### src/rtl/fb_fill_pkg.sv
// Shared types and default geometry for the framebuffer region filler.
package fb_fill_pkg;

    localparam int DEF_WIDTH   = 640;
    localparam int DEF_HEIGHT  = 480;
    localparam int DEF_COORD_W = 11;
    localparam int DEF_COLOR_W = 1;

    typedef enum logic [1:0] {
        IDLE,
        FILL,
        FINISH
    } fill_state_t;

    typedef struct packed {
        logic [DEF_COORD_W-1:0] x;
        logic [DEF_COORD_W-1:0] y;
        logic [DEF_COLOR_W-1:0] color;
    } pixel_t;

endpackage

### src/rtl/framebuffer_region_filler_if.sv
// Request, client pass-through and framebuffer write port of the region filler.
interface framebuffer_region_filler_if #(
    parameter int COORD_W = fb_fill_pkg::DEF_COORD_W,
    parameter int COLOR_W = fb_fill_pkg::DEF_COLOR_W
);
    import fb_fill_pkg::*;

    // Handshake: start is a one-cycle request sampled only in IDLE; busy is
    // high while pixels are being issued; done pulses for one cycle when the
    // fill ends and aborted qualifies it. abort only acts during FILL.
    logic               start;
    logic               abort;
    logic [COORD_W-1:0] rect_x0;
    logic [COORD_W-1:0] rect_y0;
    logic [COORD_W-1:0] rect_x1;
    logic [COORD_W-1:0] rect_y1;
    logic [COLOR_W-1:0] fill_color;

    logic [COORD_W-1:0] client_x;
    logic [COORD_W-1:0] client_y;
    logic [COLOR_W-1:0] client_color;
    logic               client_write;

    logic                 busy;
    logic                 done;
    logic                 aborted;
    logic [COORD_W-1:0]   x_out;
    logic [COORD_W-1:0]   y_out;
    logic [COLOR_W-1:0]   color_out;
    logic                 write_out;
    logic [2*COORD_W-1:0] pixel_count;
    fill_state_t          dbg_state;

    modport master (
        output start, abort, rect_x0, rect_y0, rect_x1, rect_y1, fill_color,
        output client_x, client_y, client_color, client_write,
        input  busy, done, aborted, x_out, y_out, color_out, write_out,
        input  pixel_count, dbg_state
    );

    modport slave (
        input  start, abort, rect_x0, rect_y0, rect_x1, rect_y1, fill_color,
        input  client_x, client_y, client_color, client_write,
        output busy, done, aborted, x_out, y_out, color_out, write_out,
        output pixel_count, dbg_state
    );

endinterface

### src/rtl/raster_cursor.sv
// Loadable x/y raster counter bounded by an inclusive rectangle.
module raster_cursor #(
    parameter int COORD_W = fb_fill_pkg::DEF_COORD_W
) (
    input  logic               clk,
    input  logic               reset,
    input  logic               load,
    input  logic               advance,
    input  logic [COORD_W-1:0] x0,
    input  logic [COORD_W-1:0] y0,
    input  logic [COORD_W-1:0] x1,
    input  logic [COORD_W-1:0] y1,
    output logic [COORD_W-1:0] x,
    output logic [COORD_W-1:0] y,
    output logic               last
);

    logic [COORD_W-1:0] x0_q;
    logic [COORD_W-1:0] x1_q;
    logic [COORD_W-1:0] y1_q;

    always_ff @(posedge clk) begin
        if (reset) begin
            x    <= '0;
            y    <= '0;
            x0_q <= '0;
            x1_q <= '0;
            y1_q <= '0;
        end else if (load) begin
            x    <= x0;
            y    <= y0;
            x0_q <= x0;
            x1_q <= x1;
            y1_q <= y1;
        end else if (advance) begin
            // End of a row wraps to the left edge of the next row.
            if (x == x1_q) begin
                x <= x0_q;
                y <= y + COORD_W'(1);
            end else begin
                x <= x + COORD_W'(1);
            end
        end
    end

    assign last = (x == x1_q) && (y == y1_q);

endmodule

### src/rtl/framebuffer_region_filler.sv
// Raster-order rectangle filler in front of the framebuffer; client writes pass through when idle.
module framebuffer_region_filler
    import fb_fill_pkg::*;
#(
    parameter int WIDTH   = DEF_WIDTH,
    parameter int HEIGHT  = DEF_HEIGHT,
    parameter int COORD_W = DEF_COORD_W,
    parameter int COLOR_W = DEF_COLOR_W
) (
    input logic                        clk,
    input logic                        reset,
    framebuffer_region_filler_if.slave bus
);

    localparam logic [COORD_W-1:0]   X_MAX   = COORD_W'(WIDTH - 1);
    localparam logic [COORD_W-1:0]   Y_MAX   = COORD_W'(HEIGHT - 1);
    localparam logic [2*COORD_W-1:0] CNT_MAX = '1;

    fill_state_t state, state_n;

    logic [COORD_W-1:0]   x_q, x_d;
    logic [COORD_W-1:0]   y_q, y_d;
    logic [COLOR_W-1:0]   color_q, color_d;
    logic                 write_q, write_d;
    logic                 busy_q, busy_d;
    logic                 done_q, done_d;
    logic                 aborted_q, aborted_d;
    logic                 abort_hit_q, abort_hit_d;
    logic [2*COORD_W-1:0] count_q, count_d;
    logic [COLOR_W-1:0]   fcolor_q, fcolor_d;

    logic [COORD_W-1:0] x1_clamped;
    logic [COORD_W-1:0] y1_clamped;
    logic               rect_empty;
    logic               client_ok;
    logic               cur_load;
    logic               cur_adv;
    logic [COORD_W-1:0] cur_x;
    logic [COORD_W-1:0] cur_y;
    logic               cur_last;

    // Clamped far edges never exceed the screen, so an off-screen near edge
    // lands on the x0 > x1 / y0 > y1 test and counts as empty.
    assign x1_clamped = (bus.rect_x1 > X_MAX) ? X_MAX : bus.rect_x1;
    assign y1_clamped = (bus.rect_y1 > Y_MAX) ? Y_MAX : bus.rect_y1;
    assign rect_empty = (bus.rect_x0 > x1_clamped) || (bus.rect_y0 > y1_clamped);
    assign client_ok  = (bus.client_x <= X_MAX) && (bus.client_y <= Y_MAX);

    raster_cursor #(
        .COORD_W (COORD_W)
    ) u_cursor (
        .clk     (clk),
        .reset   (reset),
        .load    (cur_load),
        .advance (cur_adv),
        .x0      (bus.rect_x0),
        .y0      (bus.rect_y0),
        .x1      (x1_clamped),
        .y1      (y1_clamped),
        .x       (cur_x),
        .y       (cur_y),
        .last    (cur_last)
    );

    always_ff @(posedge clk) begin
        if (reset) begin
            state       <= IDLE;
            x_q         <= '0;
            y_q         <= '0;
            color_q     <= '0;
            write_q     <= 1'b0;
            busy_q      <= 1'b0;
            done_q      <= 1'b0;
            aborted_q   <= 1'b0;
            abort_hit_q <= 1'b0;
            count_q     <= '0;
            fcolor_q    <= '0;
        end else begin
            state       <= state_n;
            x_q         <= x_d;
            y_q         <= y_d;
            color_q     <= color_d;
            write_q     <= write_d;
            busy_q      <= busy_d;
            done_q      <= done_d;
            aborted_q   <= aborted_d;
            abort_hit_q <= abort_hit_d;
            count_q     <= count_d;
            fcolor_q    <= fcolor_d;
        end
    end

    always_comb begin
        state_n     = state;
        x_d         = x_q;
        y_d         = y_q;
        color_d     = color_q;
        write_d     = 1'b0;
        done_d      = 1'b0;
        aborted_d   = aborted_q;
        abort_hit_d = abort_hit_q;
        count_d     = count_q;
        fcolor_d    = fcolor_q;
        cur_load    = 1'b0;
        cur_adv     = 1'b0;

        case (state)
            IDLE: begin
                x_d     = bus.client_x;
                y_d     = bus.client_y;
                color_d = bus.client_color;
                write_d = bus.client_write && client_ok;
                if (bus.start) begin
                    fcolor_d    = bus.fill_color;
                    count_d     = '0;
                    aborted_d   = 1'b0;
                    abort_hit_d = 1'b0;
                    if (rect_empty) begin
                        state_n = FINISH;
                    end else begin
                        state_n  = FILL;
                        cur_load = 1'b1;
                    end
                end
            end
            FILL: begin
                if (bus.abort) begin
                    abort_hit_d = 1'b1;
                    state_n     = FINISH;
                end else begin
                    x_d     = cur_x;
                    y_d     = cur_y;
                    color_d = fcolor_q;
                    write_d = 1'b1;
                    count_d = (count_q == CNT_MAX) ? count_q : count_q + 1'b1;
                    cur_adv = 1'b1;
                    if (cur_last) begin
                        state_n = FINISH;
                    end
                end
            end
            FINISH: begin
                done_d    = 1'b1;
                aborted_d = abort_hit_q;
                state_n   = IDLE;
            end
            default: begin
                state_n = IDLE;
            end
        endcase

        busy_d = (state == FILL) || (state_n == FILL);
    end

    assign bus.x_out       = x_q;
    assign bus.y_out       = y_q;
    assign bus.color_out   = color_q;
    assign bus.write_out   = write_q;
    assign bus.busy        = busy_q;
    assign bus.done        = done_q;
    assign bus.aborted     = aborted_q;
    assign bus.pixel_count = count_q;
    assign bus.dbg_state   = state;

endmodule

### src/flat_wrapper.sv
// flat-port wrapper written by rule: the top's interface ports become plain ports
module framebuffer_region_filler_flat import fb_fill_pkg::*;
#(
    parameter int WIDTH   = DEF_WIDTH,
    parameter int HEIGHT  = DEF_HEIGHT,
    parameter int COORD_W = DEF_COORD_W,
    parameter int COLOR_W = DEF_COLOR_W
)
  (clk, reset, bus_start, bus_abort, bus_rect_x0, bus_rect_y0, bus_rect_x1, bus_rect_y1, bus_fill_color, bus_client_x, bus_client_y, bus_client_color, bus_client_write, bus_busy, bus_done, bus_aborted, bus_x_out, bus_y_out, bus_color_out, bus_write_out, bus_pixel_count, bus_dbg_state);
  framebuffer_region_filler_if #(.COORD_W(COORD_W), .COLOR_W(COLOR_W)) bus_i ();
  input logic clk;
  input logic reset;
  input wire logic [$bits(bus_i.start)-1:0] bus_start;
  input wire logic [$bits(bus_i.abort)-1:0] bus_abort;
  input wire logic [$bits(bus_i.rect_x0)-1:0] bus_rect_x0;
  input wire logic [$bits(bus_i.rect_y0)-1:0] bus_rect_y0;
  input wire logic [$bits(bus_i.rect_x1)-1:0] bus_rect_x1;
  input wire logic [$bits(bus_i.rect_y1)-1:0] bus_rect_y1;
  input wire logic [$bits(bus_i.fill_color)-1:0] bus_fill_color;
  input wire logic [$bits(bus_i.client_x)-1:0] bus_client_x;
  input wire logic [$bits(bus_i.client_y)-1:0] bus_client_y;
  input wire logic [$bits(bus_i.client_color)-1:0] bus_client_color;
  input wire logic [$bits(bus_i.client_write)-1:0] bus_client_write;
  output wire logic [$bits(bus_i.busy)-1:0] bus_busy;
  output wire logic [$bits(bus_i.done)-1:0] bus_done;
  output wire logic [$bits(bus_i.aborted)-1:0] bus_aborted;
  output wire logic [$bits(bus_i.x_out)-1:0] bus_x_out;
  output wire logic [$bits(bus_i.y_out)-1:0] bus_y_out;
  output wire logic [$bits(bus_i.color_out)-1:0] bus_color_out;
  output wire logic [$bits(bus_i.write_out)-1:0] bus_write_out;
  output wire logic [$bits(bus_i.pixel_count)-1:0] bus_pixel_count;
  output wire logic [$bits(bus_i.dbg_state)-1:0] bus_dbg_state;
  assign bus_i.start = bus_start;
  assign bus_i.abort = bus_abort;
  assign bus_i.rect_x0 = bus_rect_x0;
  assign bus_i.rect_y0 = bus_rect_y0;
  assign bus_i.rect_x1 = bus_rect_x1;
  assign bus_i.rect_y1 = bus_rect_y1;
  assign bus_i.fill_color = bus_fill_color;
  assign bus_i.client_x = bus_client_x;
  assign bus_i.client_y = bus_client_y;
  assign bus_i.client_color = bus_client_color;
  assign bus_i.client_write = bus_client_write;
  assign bus_busy = bus_i.busy;
  assign bus_done = bus_i.done;
  assign bus_aborted = bus_i.aborted;
  assign bus_x_out = bus_i.x_out;
  assign bus_y_out = bus_i.y_out;
  assign bus_color_out = bus_i.color_out;
  assign bus_write_out = bus_i.write_out;
  assign bus_pixel_count = bus_i.pixel_count;
  assign bus_dbg_state = bus_i.dbg_state;
  framebuffer_region_filler #(.WIDTH(WIDTH), .HEIGHT(HEIGHT), .COORD_W(COORD_W), .COLOR_W(COLOR_W)) u_core (.clk(clk), .reset(reset), .bus(bus_i));
endmodule
### config.mk
export PLATFORM = sky130hd
export DESIGN_NAME = framebuffer_region_filler_flat
export DESIGN_NICKNAME = d
export VERILOG_FILES = /design/src/rtl/fb_fill_pkg.sv /design/src/rtl/framebuffer_region_filler_if.sv /design/src/rtl/raster_cursor.sv /design/src/rtl/framebuffer_region_filler.sv /design/src/flat_wrapper.sv
export SDC_FILE = /design/constraint.sdc
export NUM_CORES = 1
export LEC_CHECK = 0
export ABC_AREA = 1
export CORE_MARGIN = 2
export CORE_UTILIZATION = 28
export CTS_BUF_LIST = sky130_fd_sc_hd__clkbuf_16
export DETAILED_ROUTE_END_ITERATION = 8
export PLACE_DENSITY = 0.52
export SLEW_MARGIN = 30
export SYNTH_ARGS = -nofsm -noshare
export SYNTH_HDL_FRONTEND = slang
export SYNTH_SLANG_ARGS = --single-unit
### constraint.sdc
create_clock -name clk -period 3.4 [get_ports clk]
set_clock_uncertainty 0.1 [all_clocks]
set_input_delay 0.85 -clock clk [delete_from_list [all_inputs] [get_ports clk]]
set_output_delay 0.85 -clock clk [all_outputs]
set_load 0.005 [all_outputs]
# Word-level counts from Yosys, hierarchy flattened
# Cells that the tools add are included.
[totals] reg_bits=108 latch_bits=0 ramBits=0 mem_bits_ro=0 input_bits=73 mem_count=0
[op_classes] add_sub_neg=3 mul=0 n_div=0 n_lt_le_gt_ge=6 eq_ne=10 shift=0 muxes=34 bitwise_logic=0 n_reduce_logical=16
[ops] cell="$mux W11" n=10
[ops] cell="$mux W22" n=3
[ops] cell="$pmux W11 S2" n=2
[ops] cell="$pmux W22 S2" n=1
[ops] cell="$add A11 B1 Y11 const B" n=2
[ops] cell="$add A22 B1 Y22 const B" n=1
[ops] cell="$eq A11 B11 Y1" n=2
[ops] cell="$eq A22 B22 Y1 const B" n=1
[ops] cell="$gt A11 B11 Y1" n=2
[ops] cell="$gt A11 B10 Y1 const B" n=1
[ops] cell="$gt A11 B9 Y1 const B" n=1
[ops] cell="$le A11 B10 Y1 const B" n=1
[ops] cell="$le A11 B9 Y1 const B" n=1
[ops] cell="$mux W1" n=9
[ops] cell="$mux W2" n=4
[ops] cell="$ne A2 B2 Y1 const B" n=4
[ops] cell="$pmux W1 S2" n=4
[ops] cell="$reduce_and A2 Y1" n=4
[ops] cell="$reduce_bool A2 Y1" n=4
[ops] cell="$eq A2 B1 Y1 const B" n=2
[ops] cell="$pmux W2 S2" n=1
[ops] cell="$reduce_and A4 Y1" n=1
[ops] cell="$logic_and A1 B1 Y1" n=3
[ops] cell="$reduce_and A3 Y1" n=1
[ops] cell="other kinds (3)" n=4

# Depth between registers and ports, before layout
# Gate-level depths: netlist of run 1.
[depth] word_depth=9 ltp_mapped=18

# By module
# From an unflattened synthesis of run 1, not the netlist that was laid out.
[hier_totals] cells_unflattened=942 area_unflattened_um2=6344.8
[by_module_without_submodules] mod="framebuffer_region_filler" instances=1 cells_each=517 area_per_inst_um2=3415.8 seq_area_each_um2=1061.0
[by_module_without_submodules] mod="raster_cursor" instances=1 cells_each=425 area_per_inst_um2=2929.1 seq_area_each_um2=1101.1

# Worst setup path before layout of run 1
# No wires, ideal clock.
[synth_path] path_kind="input-to-reg" startpoint="input bus_rect_x1[7]" endpoint="register u_core.u_cursor.y[0]" arrival_time_ps=2800 t_required_ps=3187 slack_ps=387 stages=17 n_path_buf=2 path_cell_list="or2_2 a21oi_1 inv_1 nor2_1 ha_1 nand2_1 inv_1 nand2_1 nand2_1 nand2_1 nand3_1 nand2_2 nand3_2 buf_6 buf_4 nor2_1 nor2_1"
[synth_via] elab_chain_cells=9
[synth_rtl] element="start: declaration" line_no="flat_wrapper.sv:17" text="input wire logic [$bits(bus_i.rect_x1)-1:0] bus_rect_x1;"
[synth_rtl] element="$gt A11 B10 Y1" line_no="framebuffer_region_filler.sv:44" text="assign x1_clamped = (bus.rect_x1 > X_MAX) ? X_MAX : bus.rect_x1;"
[synth_rtl] element="$mux W11 (*)" line_no="framebuffer_region_filler.sv:44"
[synth_rtl] element="$gt A11 B11 Y1 (*)" line_no="framebuffer_region_filler.sv:46" text="assign rect_empty = (bus.rect_x0 > x1_clamped) || (bus.rect_y0 > y1_clamped);"
[synth_rtl] element="$logic_or A1 B1 Y1 (*)" line_no="framebuffer_region_filler.sv:46"
[synth_rtl] element="$mux W1 (*)" line_no="framebuffer_region_filler.sv:118" text="if (rect_empty) begin"
[synth_rtl] element="$mux W1 (*)" line_no="framebuffer_region_filler.sv:113" text="if (bus.start) begin"
[synth_rtl] element="$mux W1 (*)" line_no="framebuffer_region_filler.sv:107" text="case (state)"
[synth_rtl] element="$reduce_bool A2 Y1 (no source line)"
[synth_rtl] element="$reduce_and A2 Y1 (no source line)"
[synth_rtl] element="end signal: assignment" line_no="raster_cursor.sv:31" text="y <= y0;"
[synth_rtl] element="end signal: assignment" line_no="raster_cursor.sv:39" text="y <= y + COORD_W'(1);"
[synth_rtl] element="end: declaration" line_no="raster_cursor.sv:14" text="output logic [COORD_W-1:0] y,"
# Mark *: on every way between the ends. The rest lies on a longest branch, timed or not.
# A chain may end at the register's enable or synchronous reset.

# Worst setup path after layout of run 1
[layout_path] startpoint="input bus_rect_x1[7]" endpoint="register u_core.u_cursor.y[6]"
# The elaborated chain is that of the path after synthesis.

==> results of run 1 <==
==> state kept, by name (all words and copies together), names as in the netlist, 2 cells and up <==
name                    cells
u_core.bus.pixel_count     22
u_core.bus.x_out           11
u_core.bus.y_out           11
u_core.u_cursor.x0_q       11
u_core.u_cursor.x1_q       11
u_core.u_cursor.x          11
u_core.u_cursor.y1_q       11
u_core.u_cursor.y          11
u_core.bus.dbg_state        2
==> metal layers <==
layer,up-vias,part of all wire
met1,2939,0.50
met2,177,0.44
li1,3406,-
met5,-,0
met3,17,0.053
met4,0,0.012
==> critical path: stages <==
cell	delay (ps)
clkdlybuf4s50_1	410
or2_2	300
a21oi_2	150
buf_4	130
nand2_1	60
ha_1	290
nand2_1	50
inv_1	60
nand2_1	60
nor2_1	100
nand2_1	60
nand3_1	80
nand2_2	70
nand3_2	100
buf_12	160
buf_12	160
nand2_1	70
nand2_1	50
a21oi_1	50
==> metrics by stage <==
stage	area [sq um]	hold slack, ps
2_1_floorplan	6310	339
3_3_place_gp	8110	350
3_5_place_dp	8110	354
4_1_cts	8360	365
5_1_grt	8380	386
6_report	8380	363
==> synthesized netlist by cell type (all sizes together) <==
master,instances,area share
nand3b,1,0.0012
dfxtp,108,0.34
nand4,32,0.032
and3,1,0.00099
buf,22,0.022
xor2,11,0.015
nor4,2,0.0020
a31oi,23,0.023
and2,1,0.00099
nor3b,1,0.0012
a21o,1,0.0012
clkbuf,21,0.013
ha,25,0.050
nand2,292,0.18
nand3,71,0.060
conb,1,0.00059
nor2,101,0.064
or2,10,0.0099
o21ai,48,0.038
clkinv,1,0.00059
a32o,2,0.0032
nor3,9,0.011
inv,114,0.068
xnor2,8,0.011
a21oi,67,0.054
==> path summary, 6_finish.rpt <==
| kind | start | to | slack [ps] | cells past startpoint |
|---|---|---|---|---|
| worst min-delay path | u_core.u_cursor.x0_q[3]$_SDFFE_PP0P_ | u_core.u_cursor.x0_q[3]$_SDFFE_PP0P_ | 360 | 2 |
| worst max register to register | u_core.bus.dbg_state[0]$_SDFF_PP0_ | u_core.bus.x_out[9]$_SDFFE_PP0P_ | 1140 | 9 |
| worst max-delay path | bus_rect_x1[7] | u_core.u_cursor.y[6]$_SDFFE_PP0P_ | 250 | 19 |
| worst min register to register | u_core.u_cursor.x0_q[3]$_SDFFE_PP0P_ | u_core.u_cursor.x0_q[3]$_SDFFE_PP0P_ | 360 | 2 |
==> logic make-up (layout without fill, tap and decap cells) <==
group,Yosys count,in the layout,share of synthesized area
buf+inv,158,300,0.103
simple gates,521,521,0.359
compound gates,141,141,0.119
flops,108,108,0.343
other cells,1,3,0.000595
xor+xnor,19,19,0.0264
fa+ha+maj,25,25,0.0496
==> power by group through the flow <==
stage	combinational, W	sequential, W	clock (W)
detailed placement	0.000877	0.00150	0
global route	0.000987	0.00148	0.00103
global placement	0.000877	0.00150	0
floorplan	0.000512	0.00146	0
CTS	0.000881	0.00147	0.000988
finish	0.000874	0.00147	0.000955
==> placed cells by master, fill, tap and decap left out, drive strengths merged, types with 2 or more instances in the layout <==
cell type	synthesis	layout
a32o	2	2
nor3	9	9
xnor2	8	8
inv	114	116
or2	10	10
dfxtp	108	108
o21ai	48	48
nand2	292	292
clkbuf	21	9
ha	25	25
a31oi	23	23
nand3	71	71
clkdlybuf4s50	0	123
clkinv	1	4
buf	22	48
nor2	101	101
xor2	11	11
a21oi	67	67
nand4	32	32
nor4	2	2
conb	1	3
==> cell type report <==
type,count,area (sq um),area share
multi-input combinational,709,3520,0.420
sequential,108,2160,0.258
timing repair buffer,171,1670,0.199
inverter,115,432,0.0515
tap,280,350,0.0418
clock buffer,9,225,0.0269
clock inverter,5,23.8,0.00284
==> what timing repair did <==
item | 4_1_cts | 5_1_grt
gates resized for setup | 0 | 8
hold buffers | 0 | 0
endpoints found under the setup margin | 0 | 53
==> results.cfg, run 1 <==
[grt]
met3_usage = 0.0240
grtUsageTotal = 0.166
met2_usage = 0.258
grt_max_degree = 47
overflow = 0
busiest_layer = met2
grt_antenna_before_repair = 0
grt_pass1_vias = 6050
grt_pass1_wl_mm = 31.6
met1_usage = 0.240

[synth]
synth_cell_types = 39
yosysWarnings = 0
netlist_area_sq_mm = 0.00630
syn-mean-instance-area_sq_um = 6.48
yosysSeqAreaShare = 0.343
synth_cells = 973
ys_ff_latch = 108

[cells_and_area]
fillers = 2372
area_growth_pct = 32.9
finalCoreUtilization = 0.382
final_cells = 1397
diodes = 0
drive_gt1_frac = 0.0886
nets = 1212

[clocking]
clockRootBuffer = clkbuf_16
cts_tree = yes
cts_max_path_buffers = 2
worstSkewPairLatency_ps = 360
cts_setup_buffers = 0
htreeDepth = 3
cts_sinks = 108
clk_pin_slew_worst_paths_ps = 70
cts_buffers = 9

[floorplanning]
core_area_sq_mm = 0.0220
pin_count = 124
die_w_um = 154
initial_core_util = 0.287
die_y_um = 154
core.rowCount = 54
die-area_sq_mm = 0.0237

[timing]
hold_viol_final = 0
rsz0062_at_grt = no
relSlewSlack = 0.405
slew_viol_final = 0
fmax_mhz = 317
finalSetupViolCount = 0
post-route-min-period_ps = 3150
tns_ps = 0
worst_pin_slew_ps = 892
setup_ws_ps = 249
finalCritPeriodShare = 0.927

[place]
dp.cells = 1383
portBuffers = 123
dp_slack_ps = -260
dp_hpwl_mm = 14.9
gp_congestion = 0.863

[power_and_ir_drop]
comb_power_share = 0.265
p_int_w = 0.00225
finalPower_w = 0.00330
p_leak_nw = 3.61
powerDensity_mw_per_mm2 = 393
p_switching_w = 0.00105
clockPowerShare = 0.290
seq_power_share = 0.445
peakVddDrop_v = 0.000231
switching_share = 0.318

[routing]
drc = 0
vias_per_cell = 4.68
routed_wl_mm = 19.4
wl_per_cell_um = 13.9
ant_nets = 0
vias = 6539
drt_iter0_drc = 328
dr.pass1.iters = 5

[run_status]
outcome = complete, no violations

[run]
drv_cap = 0

[critical_path]
worstPathRequired_ps = 3530
cp_max_fo = 20
endpoint_kind = flop
cp.arrival_ps = 3280
criticalPathCategory = in -> reg
startpoint_type = primary input

[min_path]
hold_class = reg -> reg
(Power assumes the default switching activity.)
==> run 2: changes to the inputs <==
--- a/config.mk
+++ b/config.mk
@@ -6,12 +6,13 @@
 export NUM_CORES = 1
 export LEC_CHECK = 0
 export ABC_AREA = 1
-export CORE_MARGIN = 2
+export ABC_CLOCK_PERIOD_IN_PS = 3400
+export CORE_MARGIN = 8
 export CORE_UTILIZATION = 28
 export CTS_BUF_LIST = sky130_fd_sc_hd__clkbuf_16
 export DETAILED_ROUTE_END_ITERATION = 8
 export PLACE_DENSITY = 0.52
-export SLEW_MARGIN = 30
+export SLEW_MARGIN = 20
 export SYNTH_ARGS = -nofsm -noshare
 export SYNTH_HDL_FRONTEND = slang
 export SYNTH_SLANG_ARGS = --single-unit
==> results.cfg, run 2 (synthesis gave the netlist of run 1 again) <==
[clocking]
cts_sinks = 108
cts_buffers = 9
clk_pin_slew_worst_paths_ps = 70
clockRootBuffer = clkbuf_16
cts_max_path_buffers = 2
postCtsResizedCells = 0
hold_buffers = 0
cts_setup_buffers = 0
htreeDepth = 3
worstSkewPairLatency_ps = 350
cts_tree = yes

[cells_and_area]
final_cells = 1404
nets = 1214
area_growth_pct = 33.3
diodes = 0
regArea_sq_mm = 0.00216
drive_gt1_frac = 0.0956
layout_common_cells = nand2_1 (286), clkdlybuf4s50_1 (123), dfxtp_1 (108)
fillers = 2393
largest_reg_flops = 22
layout_commonest_cell = nand2_1
multi_input_area_sq_mm = 0.00356

[routing]
wl_met2_mm = 8.36
vias_per_cell = 4.58
wl_per_cell_um = 14.0
ant_nets = 0
top_layer_used = met4
vias = 6427
routed_wl_mm = 19.6
drc = 0
dr.pass1.iters = 5
routed-wl-met3_um = 846
met1Wirelength_mm = 10.2
drt_iter0_drc = 375

[power_and_ir_drop]
p_switching_w = 0.00104
p_int_w = 0.00224
switching_share = 0.318
seq_power_share = 0.447
p_leak_nw = 3.61
powerDensity_mw_per_mm2 = 391
clockPowerShare = 0.290
comb_power_share = 0.263
peakVddDrop_v = 0.000235

[grt]
grt_pass1_vias = 6124
overflow = 0
grt_max_degree = 47
grtUsageTotal = 0.143
grt_pass1_wl_mm = 32.6
grt_antenna_before_repair = 0

[critical_path]
endpoint_kind = flop
ff2ff_path_depth = 9
worstPathRequired_ps = 3530
criticalPathCategory = in -> reg
cp.arrival_ps = 3330
timing.rr.end = u_core.bus.y_out[5]$_SDFFE_PP0P_
r2r_slack_ps = 1050
cp_max_fo = 10
r2r-start = u_core.bus.dbg_state[0]$_SDFF_PP0_
startpoint_type = primary input

[min_path]
min_from = u_core.u_cursor.x0_q[5]$_SDFFE_PP0P_
hold_depth = 2
hold_class = reg -> reg
hold_end = u_core.u_cursor.x0_q[5]$_SDFFE_PP0P_

[floorplanning]
die_w_um = 166
die-area_sq_mm = 0.0276
core.rowCount = 55
core_area_sq_mm = 0.0224
pin_count = 124
initial_core_util = 0.282
die_y_um = 166

[timing]
tns_ps = 0
slew_viol_final = 0
post-route-min-period_ps = 3200
finalSetupViolCount = 0
finalCritPeriodShare = 0.942
worst_pin_slew_ps = 814
hold_viol_final = 0
relSlewSlack = 0.457
fmax_mhz = 312

[place]
dp.cells = 1390
portBuffers = 123
gp_congestion = 0.822
dp_hpwl_mm = 15.5

[run]
drv_cap = 0

[run_status]
outcome = complete, no violations
-- run 2: how the worst max path moves through the flow --
stage / start / to
finish: bus_rect_x1[7] / u_core.u_cursor.y[1]$_SDFFE_PP0P_
global route: bus_rect_x1[7] / u_core.u_cursor.y[2]$_SDFFE_PP0P_
CTS: bus_rect_x1[7] / u_core.u_cursor.x0_q[8]$_SDFFE_PP0P_
detailed placement: bus_rect_x1[7] / u_core.u_cursor.x0_q[8]$_SDFFE_PP0P_
global placement: bus_rect_x1[7] / u_core.u_cursor.x[8]$_SDFFE_PP0P_
floorplan: bus_rect_x1[7] / u_core.u_cursor.y[0]$_SDFFE_PP0P_
-- run 2: power by group through the flow --
stage	Clock, W	Sequential [W]	Combinational [W]
2_1_floorplan	0	0.00146	0.000512
3_3_place_gp	0	0.00150	0.000860
3_5_place_dp	0	0.00150	0.000862
4_1_cts	0.000979	0.00147	0.000866
5_1_grt	0.00102	0.00148	0.000976
6_report	0.000954	0.00147	0.000864
-- run 2: cell type report --
type | instances | area share
Clock buffer | 9 | 0.0268
Clock inverter | 5 | 0.00268
Inverter | 115 | 0.0516
Multi-Input combinational cell | 709 | 0.424
Sequential cell | 108 | 0.257
Tap cell | 285 | 0.0424
Timing Repair Buffer | 173 | 0.196
-- run 2: stage by stage --
stage | hold WS, ps | setup WS, ps | utilization | area, sq um | power, W
after floorplan | 339 | 387 | - | 6310 | 0.00197
after global placement | 348 | -250 | 0.362 | 8100 | 0.00236
after detailed placement | 352 | -340 | 0.362 | 8100 | 0.00236
after CTS | 363 | 27.1 | 0.373 | 8350 | 0.00331
after global routing | 377 | -11.7 | 0.376 | 8410 | 0.00348
final | 364 | 199 | 0.376 | 8410 | 0.00329
-- run 2: layer usage --
layer | global-route usage | vias to the layer above
met2 | 0.219 | 148
met3 | 0.0223 | 13
met1 | 0.203 | 2849
met4 | 0.0415 | 0
li1 | - | 3417
met5 | 0 | -
-- run 2: worst max-delay path: stages --
cell and delay, ps:
clkdlybuf4s50_1 420, or2_4 270, a21oi_4 180, buf_4 130, nand2_1 100, ha_4 290, nand2_1 40, inv_1 60
nand2_1 60, nor2_1 100, nand2_1 50, nand3_1 70, nand2_2 80, buf_4 170, buf_12 130, nand4_1 100
nand2_1 80, nor2_1 100, nor2_1 40
